**config.mk**
```make
export PLATFORM = sky130hd
export DESIGN_NAME = hsst2ad_rd_ctrl
export DESIGN_NICKNAME = d
export VERILOG_FILES = /design/src/rtl/hsst2ad_pkg.sv /design/src/rtl/hsst2ad_skid_buf.sv /design/src/rtl/hsst2ad_rd_ctrl.sv
export SDC_FILE = /design/constraint.sdc
export NUM_CORES = 1
export LEC_CHECK = 0
export ABC_AREA = 1
export BUFFER_PORTS_ARGS = -buffer_cell sky130_fd_sc_hd__buf_2
export CORE_MARGIN = 5
export CORE_UTILIZATION = 61
export DETAILED_ROUTE_END_ITERATION = 6
export GPL_ROUTABILITY_DRIVEN = 0
export PLACE_DENSITY = 0.85
export SYNTH_ARGS = -nofsm -noshare
export SYNTH_HDL_FRONTEND = slang
export SYNTH_SLANG_ARGS = --single-unit
```
**constraint.sdc**
```tcl
create_clock -name rd_clk -period 4.4 [get_ports rd_clk]
set_clock_uncertainty 0.1 [all_clocks]
set_input_delay 0.22 -clock rd_clk [delete_from_list [all_inputs] [get_ports rd_clk]]
set_output_delay 0.22 -clock rd_clk [all_outputs]
set_load 0.02 [all_outputs]
```
**src/rtl/hsst2ad_pkg.sv**
```systemverilog
// Shared types and constants for the hsst2ad read-side controller.
// The almost-empty level must track the FIFO configuration it is paired with.
package hsst2ad_pkg;

  localparam int DATA_WIDTH_DEF   = 8;
  localparam int SKID_DEPTH       = 2;
  localparam int ALMOST_EMPTY_LVL = 4;

  typedef enum logic [1:0] {
    IDLE,
    BURST,
    DRAIN
  } state_e;

endpackage

```
**src/rtl/hsst2ad_skid_buf.sv**
```systemverilog
// Two-entry {last,data} buffer that absorbs the FIFO read latency.
// Head entry is always slot 0; push and pop may happen in the same cycle.
module hsst2ad_skid_buf
  import hsst2ad_pkg::*;
#(
  parameter int DATA_WIDTH = DATA_WIDTH_DEF
) (
  input  logic                  clk_i,
  input  logic                  rst_i,
  input  logic                  push_i,
  input  logic [DATA_WIDTH-1:0] push_data_i,
  input  logic                  push_last_i,
  input  logic                  pop_i,
  output logic [DATA_WIDTH-1:0] head_data_o,
  output logic                  head_last_o,
  output logic [1:0]            occ_o
);

  logic [DATA_WIDTH:0] e0_q, e0_d;
  logic [DATA_WIDTH:0] e1_q, e1_d;
  logic [1:0]          occ_q, occ_d;
  logic [DATA_WIDTH:0] entry;

  assign entry = {push_last_i, push_data_i};

  // pop is only ever requested with a non-empty head, and the caller never pushes into a full buffer
  always_comb begin
    e0_d  = e0_q;
    e1_d  = e1_q;
    occ_d = occ_q;
    if (push_i && pop_i) begin
      if (occ_q == 2'd2) begin
        e0_d = e1_q;
        e1_d = entry;
      end else begin
        e0_d = entry;
      end
    end else if (push_i) begin
      if (occ_q == 2'd0) begin
        e0_d = entry;
      end else begin
        e1_d = entry;
      end
      occ_d = occ_q + 2'd1;
    end else if (pop_i) begin
      e0_d  = e1_q;
      occ_d = occ_q - 2'd1;
    end
  end

  always_ff @(posedge clk_i) begin
    if (rst_i) begin
      e0_q  <= '0;
      e1_q  <= '0;
      occ_q <= 2'd0;
    end else begin
      e0_q  <= e0_d;
      e1_q  <= e1_d;
      occ_q <= occ_d;
    end
  end

  assign head_data_o = e0_q[DATA_WIDTH-1:0];
  assign head_last_o = e0_q[DATA_WIDTH];
  assign occ_o       = occ_q;

endmodule

```
**src/rtl/hsst2ad_rd_ctrl.sv**
```systemverilog
// Read-side burst scheduler for the hsst2ad FIFO: issues reads, skids the
// 1-cycle read latency and presents valid/ready bursts delimited by m_last.
module hsst2ad_rd_ctrl
  import hsst2ad_pkg::*;
#(
  parameter int DATA_WIDTH  = DATA_WIDTH_DEF,
  parameter int BURST_W     = 8,
  parameter int TIMEOUT_CYC = 1024,
  parameter int CNT_W       = 16
) (
  input  logic                  rd_clk,
  input  logic                  rd_rst,
  input  logic                  ctrl_en,
  input  logic [BURST_W-1:0]    cfg_burst_len,
  output logic                  fifo_rd_en,
  input  logic [DATA_WIDTH-1:0] fifo_rd_data,
  input  logic                  fifo_rd_empty,
  input  logic                  fifo_almost_empty,
  output logic                  m_valid,
  input  logic                  m_ready,
  output logic [DATA_WIDTH-1:0] m_data,
  output logic                  m_last,
  output logic                  busy,
  output logic [CNT_W-1:0]      burst_cnt
);

  localparam int IDLE_W = (TIMEOUT_CYC > 1) ? $clog2(TIMEOUT_CYC) : 1;
  localparam logic [IDLE_W-1:0] IDLE_LIM = IDLE_W'(TIMEOUT_CYC - 1);

  state_e              state_q;
  logic [BURST_W-1:0]  beats_left_q;
  logic [IDLE_W-1:0]   idle_cnt_q;
  logic                pend_q;
  logic                pend_last_q;
  logic [CNT_W-1:0]    burst_cnt_q;

  logic [1:0]          occ;
  logic [DATA_WIDTH-1:0] head_data;
  logic                head_last;
  logic                pop;
  logic                rd_en;
  logic                start_normal;
  logic                start_flush;
  logic                last_read;

  // Reads in flight plus buffered beats may never exceed the skid depth,
  // and the FIFO is never read while empty.
  assign rd_en = (state_q == BURST) && !fifo_rd_empty &&
                 (({1'b0, occ} + {2'b00, pend_q}) < 3'(SKID_DEPTH));

  assign last_read    = rd_en && (beats_left_q == BURST_W'(1));
  assign pop          = m_valid && m_ready;
  assign start_normal = ctrl_en && !fifo_almost_empty;
  assign start_flush  = ctrl_en && !fifo_rd_empty && (idle_cnt_q == IDLE_LIM);

  always_ff @(posedge rd_clk) begin
    if (rd_rst) begin
      state_q      <= IDLE;
      beats_left_q <= '0;
      idle_cnt_q   <= '0;
      pend_q       <= 1'b0;
      pend_last_q  <= 1'b0;
      burst_cnt_q  <= '0;
    end else begin
      pend_q      <= rd_en;
      pend_last_q <= last_read;
      case (state_q)
        IDLE: begin
          if (start_normal) begin
            state_q      <= BURST;
            beats_left_q <= (cfg_burst_len == '0) ? BURST_W'(1) : cfg_burst_len;
            idle_cnt_q   <= '0;
          end else if (start_flush) begin
            state_q      <= BURST;
            beats_left_q <= BURST_W'(1);
            idle_cnt_q   <= '0;
          end else if (!fifo_rd_empty) begin
            // Saturate so a disabled controller keeps the flush condition armed
            if (idle_cnt_q != IDLE_LIM) begin
              idle_cnt_q <= idle_cnt_q + IDLE_W'(1);
            end
          end else begin
            idle_cnt_q <= '0;
          end
        end
        BURST: begin
          if (rd_en) begin
            beats_left_q <= beats_left_q - BURST_W'(1);
            if (last_read) begin
              state_q <= DRAIN;
            end
          end
        end
        DRAIN: begin
          if (pop && head_last) begin
            burst_cnt_q <= burst_cnt_q + CNT_W'(1);
            state_q     <= IDLE;
          end
        end
        default: state_q <= IDLE;
      endcase
    end
  end

  hsst2ad_skid_buf #(
    .DATA_WIDTH (DATA_WIDTH)
  ) u_skid (
    .clk_i       (rd_clk),
    .rst_i       (rd_rst),
    .push_i      (pend_q),
    .push_data_i (fifo_rd_data),
    .push_last_i (pend_last_q),
    .pop_i       (pop),
    .head_data_o (head_data),
    .head_last_o (head_last),
    .occ_o       (occ)
  );

  assign fifo_rd_en = rd_en;
  assign m_valid    = (occ != 2'd0);
  assign m_data     = head_data;
  assign m_last     = head_last && m_valid;
  assign busy       = (state_q != IDLE) || (occ != 2'd0);
  assign burst_cnt  = burst_cnt_q;

endmodule

```
# Word-level counts from Yosys, hierarchy flattened
# Index checks and enable logic that the tools add are counted.
dict set report totals {
  word_cells 86
  register_bits 58
  inputBits 22
}
dict set report classes {
  bitwise_logic 1
  n_mux 26
  n_lt_le_gt_ge 1
  reduce_logical 30
  eq_ne 13
  n_addsub 6
}
# operator n
set ops {}
lappend ops {{$mux W9} 9}
lappend ops {{$mux W10} 4}
lappend ops {{$mux W8} 4}
lappend ops {{$add A16 B1 Y16 const B} 1}
lappend ops {{$pmux W8 S2} 1}
lappend ops {{$mux W2} 7}
lappend ops {{$add A10 B1 Y10 const B} 1}
lappend ops {{$eq A10 B10 Y1 const B} 1}
lappend ops {{$logic_and A1 B1 Y1} 10}
lappend ops {{$ne A10 B10 Y1 const B} 1}
lappend ops {{$reduce_bool A2 Y1} 5}
lappend ops {{$eq A8 B1 Y1 const B} 1}
lappend ops {{$logic_not A8 Y1} 1}
lappend ops {{$ne A2 B2 Y1 const B} 4}
lappend ops {{$reduce_and A2 Y1} 4}
lappend ops {{$sub A8 B1 Y8 const B} 1}
lappend ops {{$pmux W2 S3} 1}
lappend ops {{$reduce_and A3 Y1} 2}
lappend ops {{$eq A2 B2 Y1 const B} 2}
lappend ops {{$logic_not A2 Y1} 2}
lappend ops {{$reduce_and A4 Y1} 1}
lappend ops {{$reduce_bool A4 Y1} 1}
lappend ops {{$add A2 B1 Y3} 1}
lappend ops {{$lt A3 B2 Y1 const B} 1}
lappend ops {{10 further kinds} 11}

# Depth between registers and ports, before layout
dict set report depth {
  ltp_word 7
  depth_mapped 10
  mapped_depth_nobuf 10
}

# Modules after synthesis
# From an unflattened synthesis, not the netlist that was laid out.
dict set report unflattened {
  cells_unflattened 579
  area_unflattened_um2 3622.2
}
# module cells_per_inst area_each_um2 instances
set modules_own_cells {}
lappend modules_own_cells {hsst2ad_rd_ctrl 353 2326.0 1}
lappend modules_own_cells {hsst2ad_skid_buf 226 1296.2 1}

# Worst setup path before layout
# OpenSTA, ideal clock, no wires.
dict set report synth_timing {
  path_kind {reg-to-reg}
  start {register u_skid.occ_q[0] (netlist: u_skid.occ_o[0])}
  end {register u_skid.e0_q[0]}
  path_stages_with_launch 10
  t_arrival_ns 1.435
  t_required_ns 4.180
  n_path_buf 1
  slack_ns 2.744
  setup_ns 0.120
  path_cell_list {dfxtp_1 > nor2_1 > nor2_2 > ha_1 > inv_1 > nand2_1 > o21ai_0 > buf_2 > mux2i_1 > a21oi_1}
}
dict set report synth_via {
  elab_chain_len 5
  elab_cells_between_ends 10
  classes_between {eq/ne: 2; mux: 2; reduce/logical: 6}
}
# item line_no
set synth_rtl {}
lappend synth_rtl {{from (decl)} hsst2ad_skid_buf.sv:21} ;# logic [1:0] occ_q, occ_d;
lappend synth_rtl {{from (signal assigned)} hsst2ad_skid_buf.sv:55} ;# occ_q <= 2'd0;
lappend synth_rtl {{from (signal assigned)} hsst2ad_skid_buf.sv:59} ;# occ_q <= occ_d;
lappend synth_rtl {{$reduce_bool A2 Y1} hsst2ad_rd_ctrl.sv:120} ;# assign m_valid = (occ != 2'd0);
lappend synth_rtl {{$logic_and A1 B1 Y1} hsst2ad_rd_ctrl.sv:52} ;# assign pop = m_valid && m_ready;
lappend synth_rtl {{$logic_and A1 B1 Y1} hsst2ad_skid_buf.sv:31} ;# if (push_i && pop_i) begin
lappend synth_rtl {{$ne A3 B1 Y1 (no line) or $reduce_bool A3 Y1 (tied branches)} --}
lappend synth_rtl {{$reduce_and A2 Y1 (no line)} --}
lappend synth_rtl {{to (signal assigned)} hsst2ad_skid_buf.sv:53} ;# e0_q <= '0;
lappend synth_rtl {{to (signal assigned)} hsst2ad_skid_buf.sv:57} ;# e0_q <= e0_d;
lappend synth_rtl {{to (decl)} hsst2ad_skid_buf.sv:19} ;# logic [DATA_WIDTH:0] e0_q, e0_d;
# Several ways; a longest one is shown, not always the timed one.
# A chain may end at the register's enable or synchronous reset.

# Worst setup path after layout
dict set report layout_timing {
  start {register state_q[0]}
  end {output fifo_rd_en}
}
dict set report layout_via {
  elab_chain_len 3
}
# item line_no
set layout_rtl {}
lappend layout_rtl {{from (decl)} hsst2ad_rd_ctrl.sv:30} ;# state_e state_q;
lappend layout_rtl {{from (signal assigned)} hsst2ad_rd_ctrl.sv:58} ;# state_q <= IDLE;
lappend layout_rtl {{from (signal assigned)} hsst2ad_rd_ctrl.sv:70} ;# state_q <= BURST;
lappend layout_rtl {{from (signal assigned)} hsst2ad_rd_ctrl.sv:74} ;# state_q <= BURST;
lappend layout_rtl {{$eq A2 B1 Y1} hsst2ad_rd_ctrl.sv:48} ;# assign rd_en = (state_q == BURST) && !fifo_rd_empty &&
lappend layout_rtl {{$logic_and A1 B1 Y1 (2 in series)} hsst2ad_rd_ctrl.sv:48}
lappend layout_rtl {{to (decl)} hsst2ad_rd_ctrl.sv:15} ;# output logic fifo_rd_en,
# No other way between the ends.

==> results by group <==
Outcome
  • Status: finished clean

Power
  • Cell Int Power: 1080 uW
  • Comb power frac: 20.9%
  • P_sw: 463 uW
  • Overall power: 1550 uW
  • Peak VDD IR: 279 uV
  • Pwr/cell area: 424 mW/mm^2
  • Sw Share: 29.9%
  • Sequential share of power: 38.9%
  • LEAKAGE: 0.00169 uW
  • Clock power share: 40.2%

STA
  • Final setup TNS: 0 ps
  • Fmax: 422 MHz
  • Slew @ Worst Pin: 905 ps
  • Tcrit/Tclk final: 53.9%
  • Max-slew headroom: 39.3%
  • Count of final setup violators: 0
  • Min Tclk post-route: 2370 ps
  • Final hold vios: 0
  • Worst Setup Slack, final: 2030 ps
  • Fin. max-slew vios: 0
  • RSZ-0062 raised after global routing: no

CTS
  • Worst-path clk slew: 70 ps
  • Root buf cell: clkbuf_8
  • Postcts setup bufs: 0
  • CTS resizes: 0
  • Num CTS Buffers: 9
  • Clk_lat worst skew: 340 ps
  • CTS Hold Bufs: 0
  • TritonCTS clock tree: done
  • H-tree level count: 3
  • CTS sink cnt: 58
  • CTS Buffer Depth: 2

Final layout
  • Finished Core Util: 72.3%
  • Antenna cell count: 0
  • Layout fillers: 430
  • Layout cells sized above 1: 17.2%
  • Multi-input logic area: 0.00168 mm^2
  • Area Overhead vs Synth: 17.2%
  • Final nets: 545
  • Seq. cell area: 0.00116 mm^2

Drt
  • Antenna-violating nets left: 0
  • Via density: 5.18
  • Drt wl/cell: 12.0 um
  • Vias: 3072
  • DRC viols: 0
  • Routed WL: 7.15 mm
  • 1st-iter DRT viols: 154
  • TritonRoute pass-1 iters: 5

Global routing
  • Initial antenna violation count: 0
  • Vias in the first global route: 2988
  • First-pass GRT wire length: 12.3 mm
  • Largest net degree at the start of global routing: 38
  • Total Routing Usage GR: 23.5%
  • GRT overflow: 0

Die
  • Die Width: 81.4 um
  • Starting density of the core: 61.6%
  • Rows: 26
  • Core area: 0.00504 mm^2
  • Io pins: 50
  • Area of the die: 0.00662 mm^2
  • Die H: 81.4 um

Setup path
  • R2R setup slack: 2150 ps
  • Req. time, crit path: 4080 ps
  • Delay-heaviest family, CP: simple AND/OR/NAND/NOR gates
  • Reg2reg end: u_skid.e0_q[4]
  • Crit path from: state_q[0]
  • Max incr delay on CP: 600 ps
  • Crit start category: flop
  • Crit path max fanout: 11
  • CP Cell Sequence: inv_2 > nor2_1 > nand4_1 > inv_1 > buf_2
  • Crit-path slowest cell: nor2_1
  • Critical path type: reg2out
  • CP bufs+invs: 3
  • Reg2Reg Depth: 8
  • Worst r2r src: u_skid.occ_o[0]
  • Crit path arrival time: 2050 ps
  • Critical path depth in cells: 5
  • CP endpoint kind: output port

Yosys
  • Top post-synthesis cells by area: dfxtp_1, nand2_1, nor2_1, inv_1, o21ai_0
  • Flops & latches, synth: 58
  • Ys Warns: 0
  • Area leader, netlist: dfxtp_1
  • Top-area cell type share of the netlist area: 37.4%
  • Seq/Total Area, Yosys: 37.4%
  • Syn_nets: 494
  • Synth cell types: 36
  • Gate Count Post-Synth: 467
  • Syn Std Cell Area: 0.00311 mm^2
  • Mapped Avg Cell Area: 6.66 um^2

Min path
  • WHS Path Cells: 3
  • Worst hold endpoint: u_skid.e1_q[7]
  • Min-Delay Startpoint: fifo_rd_data[7]
  • Min-delay worst type: in2reg

Placed design
  • Final HPWL DP: 5.08 mm
  • PortBufs: 49
  • Worst slack, placed: 2170 ps

Flow run
  • MaxCap Viol Count: 0
[area by class of cell]
type | instances | area share (%)
multi-input combinational | 344 | 46.2
tap | 70 | 2.40
timing repair buffer | 50 | 6.94
clock buffer | 11 | 4.16
clock inverter | 5 | 2.75
sequential | 58 | 31.9
inverter | 55 | 5.73
[routing by layer]
metal / track usage [%] / part of all wire, %
met1: 27.1 / 45
met2: 40.8 / 47
met3: 7.10 / 6.9
met4: 8.45 / 1.0
met5: 0 / 0
[cell families (layout without fill, tap and decap cells)]
| kind of cell | count (synthesis) | after routing | share of synthesized area [%] |
|---|---|---|---|
| flip-flops | 58 | 58 | 37.4 |
| AO/OA/AOI/OAI | 68 | 68 | 11.5 |
| AND/OR/NAND/NOR | 256 | 256 | 36.0 |
| XOR/XNOR | 6 | 6 | 1.69 |
| buffers and inverters | 65 | 121 | 8.53 |
| multiplexers | 9 | 9 | 2.90 |
| adder cells (fa/ha/maj) | 5 | 5 | 2.01 |
[sequential cells by signal, indices dropped and copies added (netlist names), 2 cells and up]
name / count
beats_left_q: 8
idle_cnt_q: 10
u_skid.e1_q: 9
u_skid.e0_q: 9
burst_cnt: 16
u_skid.occ_o: 2
state_q: 2
[power by group through the flow]
stage | sequential [uW] | clock, uW | combinational, uW
global route | 605 | 655 | 360
detailed placement | 611 | 0 | 320
finish | 602 | 621 | 323
floorplan | 635 | 0 | 212
global placement | 610 | 0 | 312
CTS | 600 | 630 | 322
[placed cells by master (no fill, tap or decap)]
cell type	netlist	routed
xor2_1	4	4
nand4_1	8	8
nor2_4	2	2
nand2_4	1	1
o211ai_1	1	1
clkinv_2	0	2
nor2_1	97	97
nand3_2	5	5
dfxtp_1	58	58
ha_1	5	5
inv_4	1	1
o21ai_1	2	2
nand3_4	1	1
nor4_1	2	2
nor2_2	3	3
o21ai_0	35	35
a22oi_1	1	1
buf_2	3	49
nor3_2	1	1
xnor2_1	2	2
nor3_1	8	8
or2_1	1	1
a21oi_2	1	1
nand2_2	6	6
bufinv_16	0	3
a21oi_1	26	26
o21bai_2	1	1
inv_2	2	2
clkbuf_8	0	11
inv_1	50	50
mux2i_1	9	9
nand3_1	20	20
o22ai_1	1	1
buf_4	2	1
nand2_1	101	101
clkinv_1	2	2
[how the worst max path moves through the flow]
stage,endpoint,slack (ps)
after floorplan,u_skid.e0_q[0],2740
after global placement,beats_left_q[5],2270
after detailed placement,u_skid.e0_q[4],2170
after CTS,fifo_rd_en,2030
after global routing,fifo_rd_en,1820
final,fifo_rd_en,2030
[cells in the mapped netlist]
library cell and n:
buf_6 1, nor2_4 2, clkinv_1 2, buf_4 2
a22oi_1 1, nand3_4 1, clkbuf_1 3, nand2_2 6
ha_1 5, nand4_1 8, xnor2_1 2, nand3_2 5
nor2_1 97, o21ai_1 2, o211ai_1 1, dfxtp_1 58
a21oi_2 1, inv_1 50, nor2_2 3, o22ai_1 1
o21bai_2 1, nand2_1 101, inv_4 1, mux2i_1 9
or2_1 1, xor2_1 4, a21oi_1 26, nor3_1 8
buf_2 3, nor3_2 1, o21ai_0 35, nand2_4 1
nand3_1 20, inv_2 2, buf_1 1, nor4_1 2
[worst reg2reg max path: stages (launching register included)]
cell	delay [ps]
dfxtp_1	380
nor2_1	110
nor2_2	160
ha_1	190
inv_1	50
o21ai_0	560
buf_4	290
mux2i_1	220
a21oi_1	80
[through the flow]
step           cells  hold slack, ps  area, um^2
6_report         593            46.3        3640
5_1_grt          593            35.4        3640
4_1_cts          593            40.6        3640
2_1_floorplan    467             287        3110
3_3_place_gp     577             364        3390
3_5_place_dp     577             377        3390
No activity file was read; power rests on OpenSTA's default activity.
